===== src/rtl/dma_mem_ctrl.sv =====
// rtl/dma_mem_ctrl.sv - Bus-to-SRAM controller: single-beat writes and block-read bursts
// after a fixed number of wait states.
module dma_mem_ctrl #(
  parameter int dma_data_width_p  = 1,
  parameter int block_width_p     = 4,
  parameter int wait_cycles_p     = 2,
  parameter int sram_addr_width_p = 10
) (
  input  logic                            clk_i,
  input  logic                            nreset_i,
  input  logic                            mem_valid_i,
  output logic                            mem_ready_o,
  input  logic                            mem_we_i,
  input  logic [31:0]                     mem_addr_i,
  input  logic [dma_data_width_p*32-1:0]  mem_wdata_i,
  output logic                            mem_valid_o,
  output logic [dma_data_width_p*32-1:0]  mem_data_o,
  output logic                            sram_en_o,
  output logic                            sram_we_o,
  output logic [sram_addr_width_p-1:0]    sram_addr_o,
  output logic [dma_data_width_p*32-1:0]  sram_wdata_o,
  input  logic [dma_data_width_p*32-1:0]  sram_rdata_i
);

  localparam int data_w_lp    = dma_data_width_p * 32;
  localparam int burst_len_lp = block_width_p / dma_data_width_p;
  localparam int burst_w_lp   = (burst_len_lp > 1) ? $clog2(burst_len_lp) : 1;
  localparam int wait_w_lp    = (wait_cycles_p > 1) ? $clog2(wait_cycles_p + 1) : 1;
  localparam int shift_lp     = 2 + $clog2(dma_data_width_p);

  typedef enum logic [1:0] {IDLE, WAIT, WR, RD} state_t;

  state_t                        state_q, state_d;
  logic [wait_w_lp-1:0]          wait_q, wait_d;
  logic [burst_w_lp-1:0]         burst_q, burst_d;
  logic                          we_q;
  logic [sram_addr_width_p-1:0]  idx_q;
  logic [data_w_lp-1:0]          wdata_q;
  logic                          valid_q;
  logic                          rd_strobe;
  logic                          accept;
  logic [31:0]                   beat_addr;
  logic [sram_addr_width_p-1:0]  base_idx;
  logic                          unused_beat_bits;

  assign mem_ready_o      = (state_q == IDLE) & nreset_i;
  assign accept           = mem_valid_i & mem_ready_o;
  assign beat_addr        = mem_addr_i >> shift_lp;
  assign unused_beat_bits = ^beat_addr;
  // Bursts always cover a whole aligned block regardless of the requested word.
  assign base_idx         = idx_q & ~sram_addr_width_p'(burst_len_lp - 1);
  assign mem_valid_o      = valid_q;
  assign mem_data_o       = sram_rdata_i;

  always_comb begin
    state_d      = state_q;
    wait_d       = wait_q;
    burst_d      = burst_q;
    sram_en_o    = 1'b0;
    sram_we_o    = 1'b0;
    sram_addr_o  = idx_q;
    sram_wdata_o = wdata_q;
    rd_strobe    = 1'b0;
    case (state_q)
      IDLE: begin
        if (accept) begin
          burst_d = '0;
          if (wait_cycles_p > 0) begin
            state_d = WAIT;
            wait_d  = wait_w_lp'(wait_cycles_p);
          end else begin
            state_d = mem_we_i ? WR : RD;
          end
        end
      end
      WAIT: begin
        wait_d = wait_q - wait_w_lp'(1);
        if (wait_q <= wait_w_lp'(1)) state_d = we_q ? WR : RD;
      end
      WR: begin
        sram_en_o = 1'b1;
        sram_we_o = 1'b1;
        state_d   = IDLE;
      end
      RD: begin
        sram_en_o   = 1'b1;
        sram_addr_o = base_idx + sram_addr_width_p'(burst_q);
        rd_strobe   = 1'b1;
        if (burst_q == burst_w_lp'(burst_len_lp - 1)) begin
          state_d = IDLE;
          burst_d = '0;
        end else begin
          burst_d = burst_q + burst_w_lp'(1);
        end
      end
      default: state_d = IDLE;
    endcase
  end

  always_ff @(posedge clk_i or negedge nreset_i) begin
    if (!nreset_i) begin
      state_q <= IDLE;
      wait_q  <= '0;
      burst_q <= '0;
      valid_q <= 1'b0;
      we_q    <= 1'b0;
      idx_q   <= '0;
      wdata_q <= '0;
    end else begin
      state_q <= state_d;
      wait_q  <= wait_d;
      burst_q <= burst_d;
      valid_q <= rd_strobe;
      if (accept) begin
        we_q    <= mem_we_i;
        idx_q   <= beat_addr[sram_addr_width_p-1:0];
        wdata_q <= mem_wdata_i;
      end
    end
  end

endmodule

===== config.mk =====
export PLATFORM = sky130hd
export DESIGN_NAME = dma_mem_ctrl
export DESIGN_NICKNAME = d
export VERILOG_FILES = /design/src/rtl/dma_mem_ctrl.sv
export SDC_FILE = /design/constraint.sdc
export NUM_CORES = 1
export LEC_CHECK = 0
export ABC_AREA = 0
export CAP_MARGIN = 10
export CORE_ASPECT_RATIO = 0.9
export CORE_MARGIN = 5
export CORE_UTILIZATION = 30
export CTS_CLUSTER_SIZE = 12
export DETAILED_ROUTE_END_ITERATION = 12
export GPL_ROUTABILITY_DRIVEN = 1
export PLACE_DENSITY = 0.78
export SETUP_SLACK_MARGIN = 0.05
export SYNTH_ARGS = -nofsm -noshare
export SYNTH_HDL_FRONTEND = slang
export SYNTH_SLANG_ARGS = --single-unit

===== constraint.sdc =====
create_clock -name clk_i -period 1.7 [get_ports clk_i]
set_clock_uncertainty 0.1 [all_clocks]
set_input_delay 0.255 -clock clk_i [delete_from_list [all_inputs] [get_ports clk_i]]
set_output_delay 0.255 -clock clk_i [all_outputs]
set_load 0.03 [all_outputs]

==> metrics.md <==
| Metric | Value |
|---|---|
| Starting density of the core | 30.5% |
| Power Density | 1950 nW/µm² |
| Register clock-pin slew on the reported worst setup and hold paths | 90 ps |
| Leak | 0.00160 µW |
| Register area share after synthesis | 54.9% |
| Switching power | 2560 µW |
| H-tree Lvls | 2 |
| Clock Sinks | 50 |
| Area leader, netlist | dfrtp_1 |
| Reg2reg start | state_q[1] |
| Worst path most repeated cell | buf_6 |
| Core Area | 7470 µm² |
| Final hold violations | 37 |
| Placement Setup Slack | -200 ps |
| Capture point of the worst reg-to-reg path | sram_wdata_o[10] |
| Worst-path maximum fanout | 10 |
| Final min period | 1740 ps |
| Reg2Reg Setup Slack | -40 ps |
| TritonCTS Buffers | 5 |
| Logic pwr share | 53.3% |
| Crit path kind | reg2reg |
| Layout Nets | 336 |
| Total die area | 9450 µm² |
| Yosys top cell area share | 54.9% |
| Max frequency | 574 MHz |
| Via count | 1,446 |
| Vias in the first global route | 1,527 |
| Failing checks | negative hold slack, negative setup slack |
| Worst path setup slack after routing | -42.7 ps |
| Layout cells sized above 1 | 33.6% |
| Post-DP HPWL | 3350 µm |
| Slew HR | 57.9% |
| Status | finished, violations left |
| Cts hold-fix bufs | 0 |
| Avg Vias per Cell | 4.37 |
| Slowest CP cell | dfrtp_1 |
| Syn Nets | 267 |
| Worst EP required | 1790 ps |
| Number of max-cap violations | 0 |
| Setup crit end kind | flip-flop |
| Critical path cell sequence | buf_6, nor4bb_4, buf_6, buf_12, mux2_2 |
| Worst Setup Start Kind | flip-flop |
| # DRC | 0 |
| Max clock buf depth | 2 |
| Cells after synthesis | 165 |
| Setup Viol. Count Final | 32 |
| Ys Warns | 0 |
| Skew-Pair Late Insertion Delay | 300 ps |
| Ant. Diodes | 0 |
| HP Class | in2async |
| Slew at the pin closest to its max-slew limit | 631 ps |
| FF-to-FF path depth | 5 |
| Largest net degree at the start of global routing | 51 |
| Placed Instance Area | 3010 µm² |
| Final worst-path cycle share | 103% |
| Sw Ratio | 38.5% |
| DR WL/cell | 16.1 µm |
| Number of synthesized register bits | 50 |
| Die width | 102 µm |
| Fill cell count | 703 |
| CP Data Arrival Time | 1840 ps |
| Drt first-iter violations | 21 |
| Peak supply drop | 0.000723 V |
| Flop pwr share | 31.3% |
| Synth unique cells | 22 |
| CP max stage delay | 410 ps |
| Num rows | 30 |
| Antenna violations before repair | 0 |
| Grt total ovfl | 0 |
| Number of iterations in the first detailed-routing pass | 4 |
| GRT Total Usage | 10.5% |
| TritonCTS clock tree | built |
| Syn avg cell area | 13.8 µm² |
| Final WL | 5330 µm |
| Port Buffers | 91 |
| Ranking of synthesized cells by area | dfrtp_1 55%, mux2_2 15%, buf_4 14%, mux2_1 7.4%, buf_6 1.5% |
| First-pass GRT wire length | 7670 µm |
| Num ports | 178 |
| Synth Cell Area | 2280 µm² |
| Max Slew Vio Count | 0 |
| Hold Slack | -9.80 ps |
| RSZ-0062 raised after global routing | true |
| Layout overhead on the synthesized area | 49.8% |
| Die height | 92.7 µm |
| Clock share of power | 15.4% |
| Post-route ant nets | 0 |
| Root Buffer Master | clkbuf_8 |
| GPL Wtd Cong | 0.656 |
| Final Cell Area | 3420 µm² |
| Internal cell power | 4090 µW |
==> logic make-up after synthesis <==
family	count (synthesis)	synth area share, %
buf+inv	48	15.8
mux	45	22.2
flops	50	54.9
compound gates	7	2.03
simple gates	13	4.00
fa+ha+maj	2	1.10
==> cell usage in the layout, fill, tap and decap left out, drive strengths merged <==
cell and n:
clkdlybuf4s50 44, nor2b 1, dlygate4sd2 41, or3 1, o2bb2ai 1, nor2 2, ha 2, inv 2
a21o 1, nand3b 2, a21boi 1, dfrtp 50, buf 21, nand2b 2, bufinv 2, clkbuf 8
nor3b 1, o21ai 2, mux2 45, a21oi 1, nand2 3, o21a 1, nor4bb 1
==> routing by layer <==
layer  up-vias  GRT usage (%)  part of all wire (%)
met4         0           3.50                   1.3
met5         -              0                     0
li1        659              -                     -
met1       707           11.6                    40
met2        71           16.9                    45
met3         9           6.17                    14
==> per-stage QoR <==
step | hold slack [ps] | std cells | setup TNS, ps | total power [µW] | utilization (%)
finish | -9.80 | 331 | -550 | 6640 | 45.7
global placement | 344 | 312 | -6780 | 5380 | 40.3
detailed placement | 356 | 312 | -7520 | 5460 | 40.3
global route | 49.1 | 331 | -4260 | 7010 | 45.7
floorplan | -141 | 165 | 0 | 4280 | -
CTS | 14.6 | 329 | -1650 | 6450 | 44.0
==> Yosys cell counts <==
master,number
dfrtp_1,50
buf_4,42
mux2_2,30
mux2_1,15
buf_6,3
nand2_1,3
ha_1,2
inv_1,2
nand2b_1,2
nand3b_1,2
nor2_1,2
o21ai_0,2
a21boi_0,1
a21o_1,1
a21oi_1,1
clkbuf_1,1
nor2b_1,1
nor3b_1,1
nor4bb_4,1
o21a_1,1
o2bb2ai_1,1
or3_1,1
==> how the worst max path moves through the flow <==
stage	from	to	slack [ps]
6_report	state_q[1]	sram_wdata_o[10]	-40
4_1_cts	state_q[0]	sram_addr_o[0]	-80
5_1_grt	state_q[1]	idx_q[5]	-130
2_1_floorplan	state_q[0]	idx_q[0]	80
3_5_place_dp	mem_valid_i	sram_wdata_o[19]	-200
3_3_place_gp	mem_valid_i	sram_wdata_o[5]	-180
==> critical path, delay by kind of cell (launching register included) <==
| family | cells | cell delay (ps) |
|---|---|---|
| flip-flops | 1 | 410 |
| multiplexers | 1 | 330 |
| buffers and inverters | 3 | 470 |
| AND/OR/NAND/NOR | 1 | 310 |
==> cell type report <==
cell class	instances	area, µm²	share of cell area (%)
Clock buffer	6	82.6	2.42
Inverter	2	7.51	0.220
Sequential cell	50	1250	36.6
Timing Repair Buffer	108	1080	31.6
Multi-Input combinational cell	67	816	23.9
Tap cell	96	120	3.52
Clock inverter	2	60.1	1.76
==> registers in the layout, indices dropped and copies added (netlist names) <==
register	count
we_q	1
idx_q	10
sram_wdata_o	32
burst_q	2
wait_q	2
mem_valid_o	1
state_q	2
==> what timing repair did <==
action	4_1_cts	5_1_grt
endpoints found under the setup margin	87	51
gates resized for setup	74	37
setup buffers	6	2
pin swaps	2	1
gates cloned	3	2
==> power groups by stage <==
stage / registers (µW) / logic, µW / clock network (µW)
after floorplan: 2890 / 1390 / 0
after global placement: 2060 / 3320 / 0
after detailed placement: 2090 / 3360 / 0
after CTS: 2070 / 3320 / 1070
after global routing: 2160 / 3740 / 1120
final: 2080 / 3540 / 1020
No activity file was read; power rests on OpenSTA's default activity.
==> edit 1: new RTL, same flow settings <==
The parameter `block_width_p` goes from 4 to 2.
--- a/src/rtl/dma_mem_ctrl.sv
+++ b/src/rtl/dma_mem_ctrl.sv
@@ -4,3 +4,3 @@
   parameter int dma_data_width_p  = 1,
-  parameter int block_width_p     = 4,
+  parameter int block_width_p     = 2,
   parameter int wait_cycles_p     = 2,
Behaviour: not the same (Yosys sat finds a counterexample within 4 cycles, from zero or initial values and one cycle with nreset_i low).
==> edit 1 against the unedited design <==
The run ends with hold timing left. Total power fell by 7.6%. Synthesized cell count shrank 3.0%. Sequential cell count decreased by 1. Synthesized area is 1.5% higher. Design area is 5.6% lower. Routed wire length is 7.3% lower. Setup slack better by 0.070 ns. Core utilization is 3.0 points lower. Largest cell class unchanged.
==> edit 1: results (changes against the unedited design) <==
[yosys]
syn-instance-count=160  ; -3.0%
synthArstFlopShare_pct=100  ; unchanged
synth_cell_types=21  ; -4.5%
ys_warn_count=0  ; unchanged
synth-seq-area-share_pct=53.0  ; -1.9 points
synthTopCellsByCount=dfrtp_1, buf_4, mux2_4, mux2_2, buf_6
synth.area.top_cells=dfrtp_1, mux2_4, buf_4
syn_nets=261  ; -2.2%
yosys_most_used_dff=dfrtp_1

[cells_and_area]
largest_reg_flops=32  ; unchanged
drive_gt1_share_pct=31.1  ; -2.5 points
layout.nets=323  ; -3.9%
final_cell_count_no_fill=318  ; -3.9%
diodes=0  ; unchanged

[grt]
grt_pass1_wl_um=7460  ; -2.8%
globalRouteMet1Util_pct=11.8  ; +0.15 points
grt_max_degree=50  ; -2.0%
grtUsageMet3_pct=5.29  ; -0.88 points
antenna_found_initial=0  ; unchanged
met2_usage_pct=15.4  ; -1.5 points
grt_usage_pct=9.91  ; -0.61 points
grt_pass1_vias=1512  ; -0.98%

[clock_tree]
path_clk_slew_ns=0.09  ; about the same
clk_latency_ns=0.29
clk_path_buf_depth=2  ; unchanged
cts-root-buf=clkbuf_8
h-tree-depth=2  ; unchanged
numCtsBuffers=5  ; unchanged

[placed_design]
placed_cells=308  ; -1.3%
gp_congestion=0.658  ; +0.44%
dp_hpwl_um=3460  ; +3.4%
numPortBuffers=91  ; unchanged
post-place-ws_ns=-0.119  ; +0.0807 ns

[critical_path]
start_kind=flop
reg2reg_from=state_q[0]
crit_fanout=3  ; -7

[drt]
viasPerCell=4.26  ; -2.4%
drtPass1Iterations=2  ; -2
drt-initial-drc-count=26  ; +24%
drt-total-wl_um=4940  ; -7.3%

[outcome]
violations=hold timing
status=finished, violations left

[worst_hold_path]
hold_class=input port to asynchronous set/reset pin

[timing]
worst_hold_slack_ns=-0.000471  ; +0.00933 ns
worst_pin_slew_ns=0.631  ; +0.000288 ns
hold_violations=1  ; -97%

[pwr]
p_leak_uw=0.00151  ; -5.5%
vdd_drop_max_uv=841  ; +16%

edit 1: power by group:
group / total, uW / switching, uW / internal [uW]
sequential: 2070 / 316 / 1750
combinational: 3380 / 1780 / 1600
clock: 689 / 365 / 324
edit 1: what timing repair did:
item | in CTS | in global routing
gates resized for setup | 48 | 18
endpoints found under the setup margin | 44 | 33
pin swaps | 0 | 1
setup buffers | 2 | 0
cloned | 0 | 1
edit 1: path summary, 6_finish.rpt:
path                       cells past startpoint                to  slack [ns]
min in group clk_i                             1  sram_wdata_o[16]        0.40
max                                            4    sram_addr_o[0]        0.03
max in group asynchronous                      2        state_q[1]        1.05
min                                            2         wait_q[0]     -0.0005
max reg2reg                                    4  sram_wdata_o[14]        0.04
min reg2reg                                    1  sram_wdata_o[16]        0.40
edit 1: cell families (layout without fill, tap and decap cells):
kind of cell | count (synthesis) | count (layout) | synth area share [%]
AND/OR/NAND/NOR | 11 | 11 | 3.30
multiplexers | 44 | 44 | 25.6
flip-flops | 49 | 49 | 53.0
adder cells (fa/ha/maj) | 1 | 1 | 0.540
AO/OA/AOI/OAI | 6 | 6 | 1.62
buffers and inverters | 49 | 111 | 15.9
edit 1: stage by stage:
stage | power, uW | instance area [sq um] | setup TNS (ns) | utilization, %
finish | 6140 | 3220 | 0 | 42.7
global route | 6490 | 3220 | -0.0432 | 42.7
CTS | 6090 | 3140 | 0 | 41.6
detailed placement | 5650 | 3070 | -2.88 | 40.7
floorplan | 4450 | 2310 | 0 | -
global placement | 5590 | 3070 | -1.76 | 40.7
edit 1: cell type report:
type	count	area (sq um)
multi-input cells	62	782
well taps	96	120
fillers	732	4320
flip-flops and latches	49	1230
inverters	2	7.51
repair buffers	102	1000
clock buffers	7	86.3
edit 1: metal layers:
metal | wire [um] | vias to the layer above
li1 | - | 618
met1 | 1970 | 664
met2 | 2340 | 60
met3 | 577 | 14
met4 | 48 | 0
met5 | 0 | -
edit 1: worst max-delay path: stages (launching register included):
cell and delay [ns]:
dfrtp_1 0.39, buf_6 0.13, nand2_4 0.06, mux2_4 0.30, buf_6 0.14
==> edit 2: new RTL, config.mk and constraints unchanged <==
Without the edit above. Re-encode `state_t` (4 states) as one-hot, 4 bits wide.
--- a/src/rtl/dma_mem_ctrl.sv
+++ b/src/rtl/dma_mem_ctrl.sv
@@ -30,3 +30,3 @@
 
-  typedef enum logic [1:0] {IDLE, WAIT, WR, RD} state_t;
+  typedef enum logic [3:0] {IDLE = 4'b0001, WAIT = 4'b0010, WR = 4'b0100, RD = 4'b1000} state_t;
 
Check against the original RTL: no difference found for any inputs over 10 cycles, from zero or initial values and one cycle with nreset_i low; not proved beyond that.
==> edit 2 against the unedited design <==
The flow finishes with violations (setup timing). Die area is 5.2% higher. Total power decreased by 24%. Sequential cell count up 2. Routed wire length rose by 18%. Setup slack got worse by 0.25 ns. Design area up 8.5%. Synthesized area grew 5.8%. Critical path type is now flop to primary output.
==> edit 2: results (changes against the unedited design) <==
[outcome]
status=finished, violations left
violations=setup timing

[grt]
grt_pass1_vias=2033  ; +33%
globalRouteMet1Util_pct=14.3  ; +2.6 points
grt_usage_pct=13.0  ; +2.4 points
grt_max_degree=53  ; +3.9%
met2_usage_pct=22.9  ; +6.0 points
grt_pass1_wl_um=10300  ; +34%
grtUsageMet3_pct=5.62  ; -0.56 points

[timing]
worst_slack_ns=-0.295  ; -0.252 ns
setup_violations=48  ; +50%
worst_pin_slew_ns=0.681  ; +0.0498 ns

[yosys]
synth.area.top_cells=dfrtp_1, mux2_2, buf_4
synthTopCellsByCount=dfrtp_1, buf_4, mux2_2, nand2_1
syn_nets=287  ; +7.5%
yosys.area_share.adder_pct=1.04  ; -0.060 points
syn-instance-count=185  ; +12%
synth-seq-area-share_pct=54.0  ; -0.86 points
synth-compound-area-share_pct=2.07  ; +0.045 points
synth_xor_area_share_pct=0.363  ; +0.36 points

[placed_design]
placed_cells=338  ; +8.3%
placed_area_sq_um=3230  ; +7.3%
gp_congestion=0.771  ; +18%
post-place-ws_ns=-0.0933  ; +0.106 ns
dp_hpwl_um=3930  ; +18%

[critical_path]
crit_fanout=5  ; -5
worst_ep_arrival_time_ns=1.64  ; -0.20 ns
r2r_end=sram_wdata_o[28]
reg2reg_from=state_q[0]
r2r_slack_ns=-0.16  ; -0.12 ns

[pwr]
powerComb_uw=2340  ; -34%
seq_power_share_pct=36.2  ; +4.9 points
p_leak_uw=0.00177  ; +11%
vdd_drop_max_uv=605  ; -16%

[cells_and_area]
final_cell_count_no_fill=363  ; +9.7%
drive_gt1_share_pct=39.0  ; +5.4 points
layout.nets=365  ; +8.6%

[drt]
drt-initial-drc-count=12  ; -43%
drtPass1Iterations=3  ; -1
dr_wl_met2_um=3220  ; +34%
met3WireLength_um=535  ; -26%
wl_met1_um=2430  ; +14%
drt-total-wl_um=6280  ; +18%

edit 2: cell count changes after synthesis, sizes merged, moves of 2 or more:
cell	change
nand2	+8
buf	+3
inv	+3
mux2	-2
nand3b	-2
o22ai	+2
edit 2: cell type report:
cell class              instances  share of cell area, %
flip-flops and latches         52                   35.1
repair buffers                119                   31.8
multi-input cells              80                   26.1
well taps                      99                   3.34
clock buffers                   5                   1.86
clock inverters                 3                   1.15
inverters                       5                  0.641
edit 2: metrics by stage:
stage,util [%],power (uW)
after floorplan,-,3300
after detailed placement,40.6,4070
final,46.6,5030
after global routing,46.6,5300
after CTS,47.1,5110
after global placement,40.6,4010
edit 2: worst max-delay path, stage by stage (launching register included):
cell and delay, ns:
dfrtp_1 0.41, or4b_4 0.58, inv_6 0.11, nand2_4 0.06, nand2_4 0.07, buf_12 0.11
edit 2: timing repair:
action,CTS,global route
resized for setup,106,22
buffers inserted,14,7
endpoints found under the setup margin,90,54
pin swaps,6,8
hold buffers,0,0
gates cloned,5,0
